`src/rtl/rcp_iter.sv`:
```
// Iterative Newton-Raphson reciprocal: power-of-two seed from the operand bit length,
// then ITERS passes through one shared rcp_stage; result ~ 2^WIDTH / a over valid/ready.

module rcp_stage #(
   parameter int WIDTH = 16
) (
   input  logic [WIDTH-1:0] a_i,
   input  logic [WIDTH-1:0] est_i,
   output logic [WIDTH-1:0] est_o
);
   localparam int PW = 2 * WIDTH;

   // est' = est * (2^(W+1) - a*est) >> W, all products truncated to 2W bits
   function automatic logic [WIDTH-1:0] nr_step(input logic [WIDTH-1:0] a,
                                                input logic [WIDTH-1:0] est);
      logic [PW-1:0] ae;
      logic [PW-1:0] diff;
      logic [PW-1:0] prod;
      ae   = PW'(a) * PW'(est);
      diff = (PW'(2) << WIDTH) - ae;
      prod = PW'(est) * diff;
      return prod[PW-1:WIDTH];
   endfunction

   assign est_o = nr_step(a_i, est_i);
endmodule

module rcp_iter #(
   parameter int WIDTH = 16,
   parameter int ITERS = 4
) (
   input  logic             clk_i,
   input  logic             rst_ni,
   input  logic             in_valid_i,
   output logic             in_ready_o,
   input  logic [WIDTH-1:0] a_i,
   output logic             out_valid_o,
   input  logic             out_ready_i,
   output logic [WIDTH-1:0] rcp_o,
   output logic             dz_o
);
   typedef enum logic [1:0] {IDLE, BUSY, DONE} state_t;

   localparam logic [3:0] LAST = 4'(ITERS);

   state_t           state_q;
   logic [WIDTH-1:0] a_q;
   logic [WIDTH-1:0] est_q;
   logic [WIDTH-1:0] est_d;
   logic [3:0]       cnt_q;
   logic             dz_q;
   logic             rdy_q;
   logic             vld_q;

   // Seed is 1 << (WIDTH - bitlen(a)); the highest set bit of a wins.
   function automatic logic [WIDTH-1:0] seed(input logic [WIDTH-1:0] v);
      logic [WIDTH-1:0] s;
      s = '0;
      for (int i = 0; i < WIDTH; i++) begin
         if (v[i]) begin
            s = '0;
            s[WIDTH-1-i] = 1'b1;
         end
      end
      return s;
   endfunction

   rcp_stage #(.WIDTH(WIDTH)) u_stage (
      .a_i   (a_q),
      .est_i (est_q),
      .est_o (est_d)
   );

   // BUSY spends ITERS cycles updating est_q and one more entering DONE.
   always_ff @(posedge clk_i or negedge rst_ni) begin
      if (!rst_ni) begin
         state_q <= IDLE;
         a_q     <= '0;
         est_q   <= '0;
         cnt_q   <= '0;
         dz_q    <= 1'b0;
         rdy_q   <= 1'b1;
         vld_q   <= 1'b0;
      end else begin
         case (state_q)
            IDLE: begin
               if (in_valid_i) begin
                  a_q   <= a_i;
                  cnt_q <= '0;
                  rdy_q <= 1'b0;
                  if (a_i == '0) begin
                     est_q   <= '1;
                     dz_q    <= 1'b1;
                     vld_q   <= 1'b1;
                     state_q <= DONE;
                  end else begin
                     est_q   <= seed(a_i);
                     dz_q    <= 1'b0;
                     state_q <= BUSY;
                  end
               end
            end
            BUSY: begin
               cnt_q <= cnt_q + 4'd1;
               if (cnt_q == LAST) begin
                  vld_q   <= 1'b1;
                  state_q <= DONE;
               end else begin
                  est_q <= est_d;
               end
            end
            DONE: begin
               if (out_ready_i) begin
                  vld_q   <= 1'b0;
                  rdy_q   <= 1'b1;
                  state_q <= IDLE;
               end
            end
            default: begin
               state_q <= IDLE;
            end
         endcase
      end
   end

   assign in_ready_o  = rdy_q;
   assign out_valid_o = vld_q;
   assign rcp_o       = est_q;
   assign dz_o        = dz_q;
endmodule

```
`config.mk`:
```
export PLATFORM = sky130hd
export DESIGN_NAME = rcp_iter
export DESIGN_NICKNAME = d
export VERILOG_FILES = /design/src/rtl/rcp_iter.sv
export SDC_FILE = /design/constraint.sdc
export NUM_CORES = 2
export LEC_CHECK = 0
export CORE_AREA = 2 2 193 195
export CTS_BUF_LIST = sky130_fd_sc_hd__clkbuf_4 sky130_fd_sc_hd__clkbuf_8
export CTS_CLUSTER_DIAMETER = 120
export DETAILED_ROUTE_END_ITERATION = 8
export DIE_AREA = 0 0 195 197
export DONT_BUFFER_PORTS = 1
export GPL_TIMING_DRIVEN = 0
export PLACE_DENSITY = 0.8
export SYNTH_ARGS = -nofsm -noshare
export SYNTH_HDL_FRONTEND = slang
export SYNTH_SLANG_ARGS = --single-unit
```
`constraint.sdc`:
```
create_clock -name clk_i -period 11.1 [get_ports clk_i]
set_clock_uncertainty 0.05 [all_clocks]
set_input_delay 2.22 -clock clk_i [delete_from_list [all_inputs] [get_ports clk_i]]
set_output_delay 2.22 -clock clk_i [all_outputs]
set_load 0.01 [all_outputs]
```
# == Word level (Yosys, flattened, before mapping) ==
# Index checks and enable logic that the tools add are counted.
# Widths: inputs -> output; s select.
# op_classes
addsub,2
multipliers,2
n_eq_ne,8
muxes,36
n_reduce_logical,11
# op_table
op,n
$mux 16,19
$mul 16x16->32,1
$mul 16x32->32,1
$pmux 16 s2,1
$sub 18x32->32 const A,1
$logic_not 16->1,1
$ne 2x2->1 const B,5
$reduce_and 3->1,3
$mux 2,4
$pmux 4 s2,1
$mux 1,7
$pmux 2 s3,1
$reduce_and 5->1,1
$add 4x1->4 const B,1
$eq 4x3->1 const B,1
$mux 4,1
$reduce_and 2->1,2
$reduce_bool 2->1,2
$pmux 1 s3,1
$reduce_bool 3->1,1
$eq 2x1->1 const B,1
$eq 2x2->1 const B,1
$logic_not 2->1,1
$pmux 1 s2,1
# totals
reg_bits,41
input_bits,20
out_inout_bits,19
word_cells,66

# == Longest topological paths before layout ==
# depth
ltp_word,19
depth_mapped,49
depth_no_buf,47

# == Modules after synthesis ==
# A second synthesis with hierarchy kept.
# unflattened
hier_cells,2486
hier_area_um2,22270.1
# by_module_without_submodules
module,instances,cells_per_inst,area_each_um2,seq_area_each_um2
rcp_stage,1,2270,20116.8,0.0
rcp_iter,1,216,2153.3,1027.2

# == Worst setup path before layout ==
# No wires, ideal clock.
# synth_timing
kind,flip-flop to flip-flop
startpoint,"reg est_q[1], in the netlist rcp_o[1]"
endpoint,"reg est_q[15], in the netlist rcp_o[15]"
setup_time_ns,0.073
arrival_ns,11.558
t_required_ns,10.977
path_slack_ns,-0.581
path_stages_with_launch,48
path_buffers,3
synth_period_minus_slack_ns,11.681
path_cell_list,dfrtp_1 clkbuf_1 clkbuf_1 nand2_1 fa_1 inv_1 fa_1 fa_1 inv_1 fa_1 fa_1 inv_1 fa_1 inv_1 ha_1 and2_1 nand4_1 a211o_1 [... 12 more ...] inv_1 fa_1 inv_1 ha_1 a21o_1 a21oi_1 o21bai_1 a21o_1 a21o_1 a21o_1 o2111ai_1 nand2_1 a21oi_1 xor3_1 xnor3_1 xnor2_1 nand2_1 a21oi_2
# synth_between
elab_chain_len,5
# synth_lines
item,line,rtl
start: declaration,48,logic [WIDTH-1:0] est_q;
start signal: assignment,97,est_q <= seed(a_i);
start signal: assignment,109,est_q <= est_d;
$mul 16x16->32,19,ae = PW'(a) * PW'(est);
$sub 18x32->32,20,diff = (PW'(2) << WIDTH) - ae;
$mul 16x32->32 (*),21,prod = PW'(est) * diff;
$mux 16 (*),105,if (cnt_q == LAST) begin
$pmux 16 s2 (*),85,case (state_q)
# Every way passes the cells marked *; elsewhere a longest branch is shown, timed or not. The select of a mux whose other input is x is not followed.
# A chain may end at the register's enable or synchronous reset.

# == Final worst setup path ==
# layout_timing
startpoint,"reg est_q[1], in the netlist rcp_o[1]"
endpoint,"reg est_q[6], in the netlist rcp_o[6]"
# The elaborated chain is that of the path after synthesis.

==> impl_metrics.toml <==
[outcome]
status = "finished with violations"
violations = "setup timing"

[synth]
ys_ff_latch = 41
yosys_warnings = 0
synth_fp_nets = 3227
ys_seq_area_share_pct = 4.622
synth_edf_count = 0
synth_cells = 2524
ys_types = 74
postSynth.asyncResetShare_pct = 100.0
synth_area_sq_um = 22220
ys.flop_type = "dfrtp_1"
syn_area_per_cell_sq_um = 8.805

[timing]
period_needed_ps = 12120
tightest_slew_ps = 962.2
min_period_over_period_pct = 109.2
hold_viol_final = 0
final-setup-viol-count = 15
max_freq_mhz = 82.49
layout_setup_ws_ps = -1022
slew_headroom_pct = 35.39
rsz0062_at_grt = "yes"
drv_slew = 0

[global_route]
grt_pass1_wl_um = 110200
grt_overflow_total = 0
grt_max_degree = 42
first_global_vias = 19940
antenna_found_initial = 5
grt_usage_pct = 38.20

[hold_path]
holdCritPathClass = "flop to flop"
whs_path_depth = 1

[setup_path]
reg2reg_from = "rcp_o[1]"
worstSetupStartpoint = "rcp_o[1]"
worstSetupPathType = "flop to flop"
rrSetupSlack_ps = -1020
crit_path_frequent_cell = "fa_1"
cpPeakStageDelay_ps = 670
cp-start-kind = "flop"
worstSetupEndpoint = "rcp_o[6]"
r2r_end = "rcp_o[6]"
cp.required_ps = 11250
end_kind = "flop"
cp_slowest_cell = "fa_1"
cp_max_fo = 10
ff2ff_path_depth = 48
arrival_ps = 12270

[layout]
drive_gt1_share_pct = 16.61
syn2layout_area_growth_pct = 15.70
final_nets = 3351
fin_util_pct = 70.91

[floorplan]
placementRows = 70
die_w_um = 195
core_area_sq_um = 36260
start_util_pct = 61.29
ios = 39
dieHeight_um = 197
die-area_sq_um = 38420

[clock_tree]
clockBufferDepth = 2
clkLatencyLatePin_ps = 310
clock-root-buffer = "clkbuf_8"
clk_pin_slew_ps = 80
clock-sinks = 41
cts_max_level = 2
cts_tree = "yes"
cts_made_buffers = 5

[routing]
drc = 0
ant_nets = 0
first_pass_iters = 5
first_iter_violations = 1859
wirelength_um = 72120
wl_per_cell_um = 23.13
viasPerCell = 5.932
vias = 18500

[placement]
post-place-ws_ps = -2842
hpwl_um = 53230
io_buffers = 0
gp_congestion = 0.9616

[job]
drv_cap = 0
## metrics by stage
step / hold slack, ps / area (sq um) / cells / TNS, ps
detailed placement: 445.2 / 22910 / 2992 / -34200
global route: 514.9 / 25710 / 3117 / -13420
CTS: 470.7 / 24880 / 3081 / -5677
global placement: 438.7 / 22910 / 2992 / -32190
finish: 473.2 / 25710 / 3118 / -8901
floorplan: 423.1 / 22330 / 2524 / 0
## layout make-up
cell class,count,area (sq um)
repair buffers,120,1050
flip-flops and latches,41,1062
clock inverters,3,28.78
clock buffers,5,68.82
diodes,1,2.502
inverters,620,2330
well taps,468,585.6
multi-input cells,1740,19540
fillers,2554,10550
plain buffers,120,1050
## synth_stat cells, types with 3 or more instances
library cell | count | area (sq um)
inv_1 | 620 | 2327
nand2_1 | 340 | 1276
o21ai_1 | 3 | 15.01
a221oi_1 | 3 | 26.28
ha_1 | 176 | 2202
or2_2 | 3 | 18.77
o211ai_1 | 7 | 52.55
a21oi_1 | 56 | 280.3
nand3_1 | 11 | 55.05
nor2b_1 | 14 | 87.58
a21oi_2 | 3 | 26.28
a21o_1 | 16 | 120.1
nand2b_1 | 21 | 131.4
mux2_2 | 15 | 168.9
clkbuf_1 | 120 | 450.4
fa_1 | 507 | 10150
dfrtp_1 | 40 | 1001
nand4b_1 | 3 | 26.28
xor2_1 | 9 | 78.83
xnor2_1 | 46 | 402.9
a31oi_1 | 12 | 75.07
nor2_1 | 41 | 153.9
xnor3_1 | 3 | 67.56
nor3_1 | 9 | 45.04
and3_1 | 16 | 100.1
o21bai_1 | 6 | 45.04
nand4_1 | 7 | 43.79
o21ai_0 | 32 | 160.2
a211oi_1 | 5 | 37.54
o21a_1 | 10 | 75.07
and2_1 | 312 | 1952
## cells in the final DEF, fill, tap and decap left out, types with 22 or more instances in the layout
master,count
ha_1,148
inv_2,24
buf_4,108
ha_4,22
clkbuf_1,31
xnor2_1,26
and2_1,308
fa_1,492
nor2_1,37
nand2_1,324
inv_1,595
clkbuf_2,22
a21oi_1,36
## worst min path at each step
stage / start / endpoint / slack [ps]
6_report: cnt_q[2] / cnt_q[2] / 470
5_1_grt: cnt_q[0] / cnt_q[0] / 510
4_1_cts: cnt_q[2] / cnt_q[2] / 470
3_5_place_dp: cnt_q[2] / cnt_q[2] / 450
3_3_place_gp: cnt_q[2] / cnt_q[2] / 440
2_1_floorplan: cnt_q[2] / cnt_q[2] / 420
## critical path: cells and delay by family, from the launching register on
| kind | cells | cell delay, ps |
|---|---|---|
| adders and majority gates | 14 | 6300 |
| DFF | 1 | 520 |
| AOI/OAI and AO/OA | 9 | 2070 |
| and+or+nand+nor | 10 | 1050 |
| buffers and inverters | 14 | 1470 |
| xor gates and xnor gates | 1 | 510 |
## routing by layer
metal | GRT usage, % | vias up | wire (um) | share of wire (%)
met4 | 24.74 | 2 | 6089 | 8.4
met1 | 45.48 | 9264 | 24030 | 33
met2 | 62.14 | 1219 | 33130 | 46
met3 | 9.736 | 364 | 8858 | 12
li1 | - | 7646 | - | -
met5 | 0 | - | 13 | 0.018
## kinds of logic after synthesis
| family | Yosys count | synth area share (%) |
|---|---|---|
| AND/OR/NAND/NOR | 790 | 17.93 |
| buffers and inverters | 744 | 12.62 |
| adder cells (fa/ha/maj) | 683 | 55.58 |
| AO/OA/AOI/OAI | 189 | 5.715 |
| XOR/XNOR | 60 | 2.686 |
| flip-flops | 41 | 4.622 |
| multiplexers | 17 | 0.8501 |
## state kept, by name (all words and copies together) (netlist names)
signal / flops
out_valid_o: 1
in_ready_o: 1
rcp_o: 16
a_q: 16
cnt_q: 4
state_q: 2
dz_o: 1
## timing repair
item	CTS	global route
gates cloned	1	0
setup endpoints to repair	16	16
buffers inserted	84	38
pin swaps	83	136
resized for setup	316	148
endpoints found under the hold margin	0	0
hold buffers	0	0
Power is left out: the tool's default activity adds up to more than one toggle a clock period on the data nets, which glitch-free logic cannot reach.
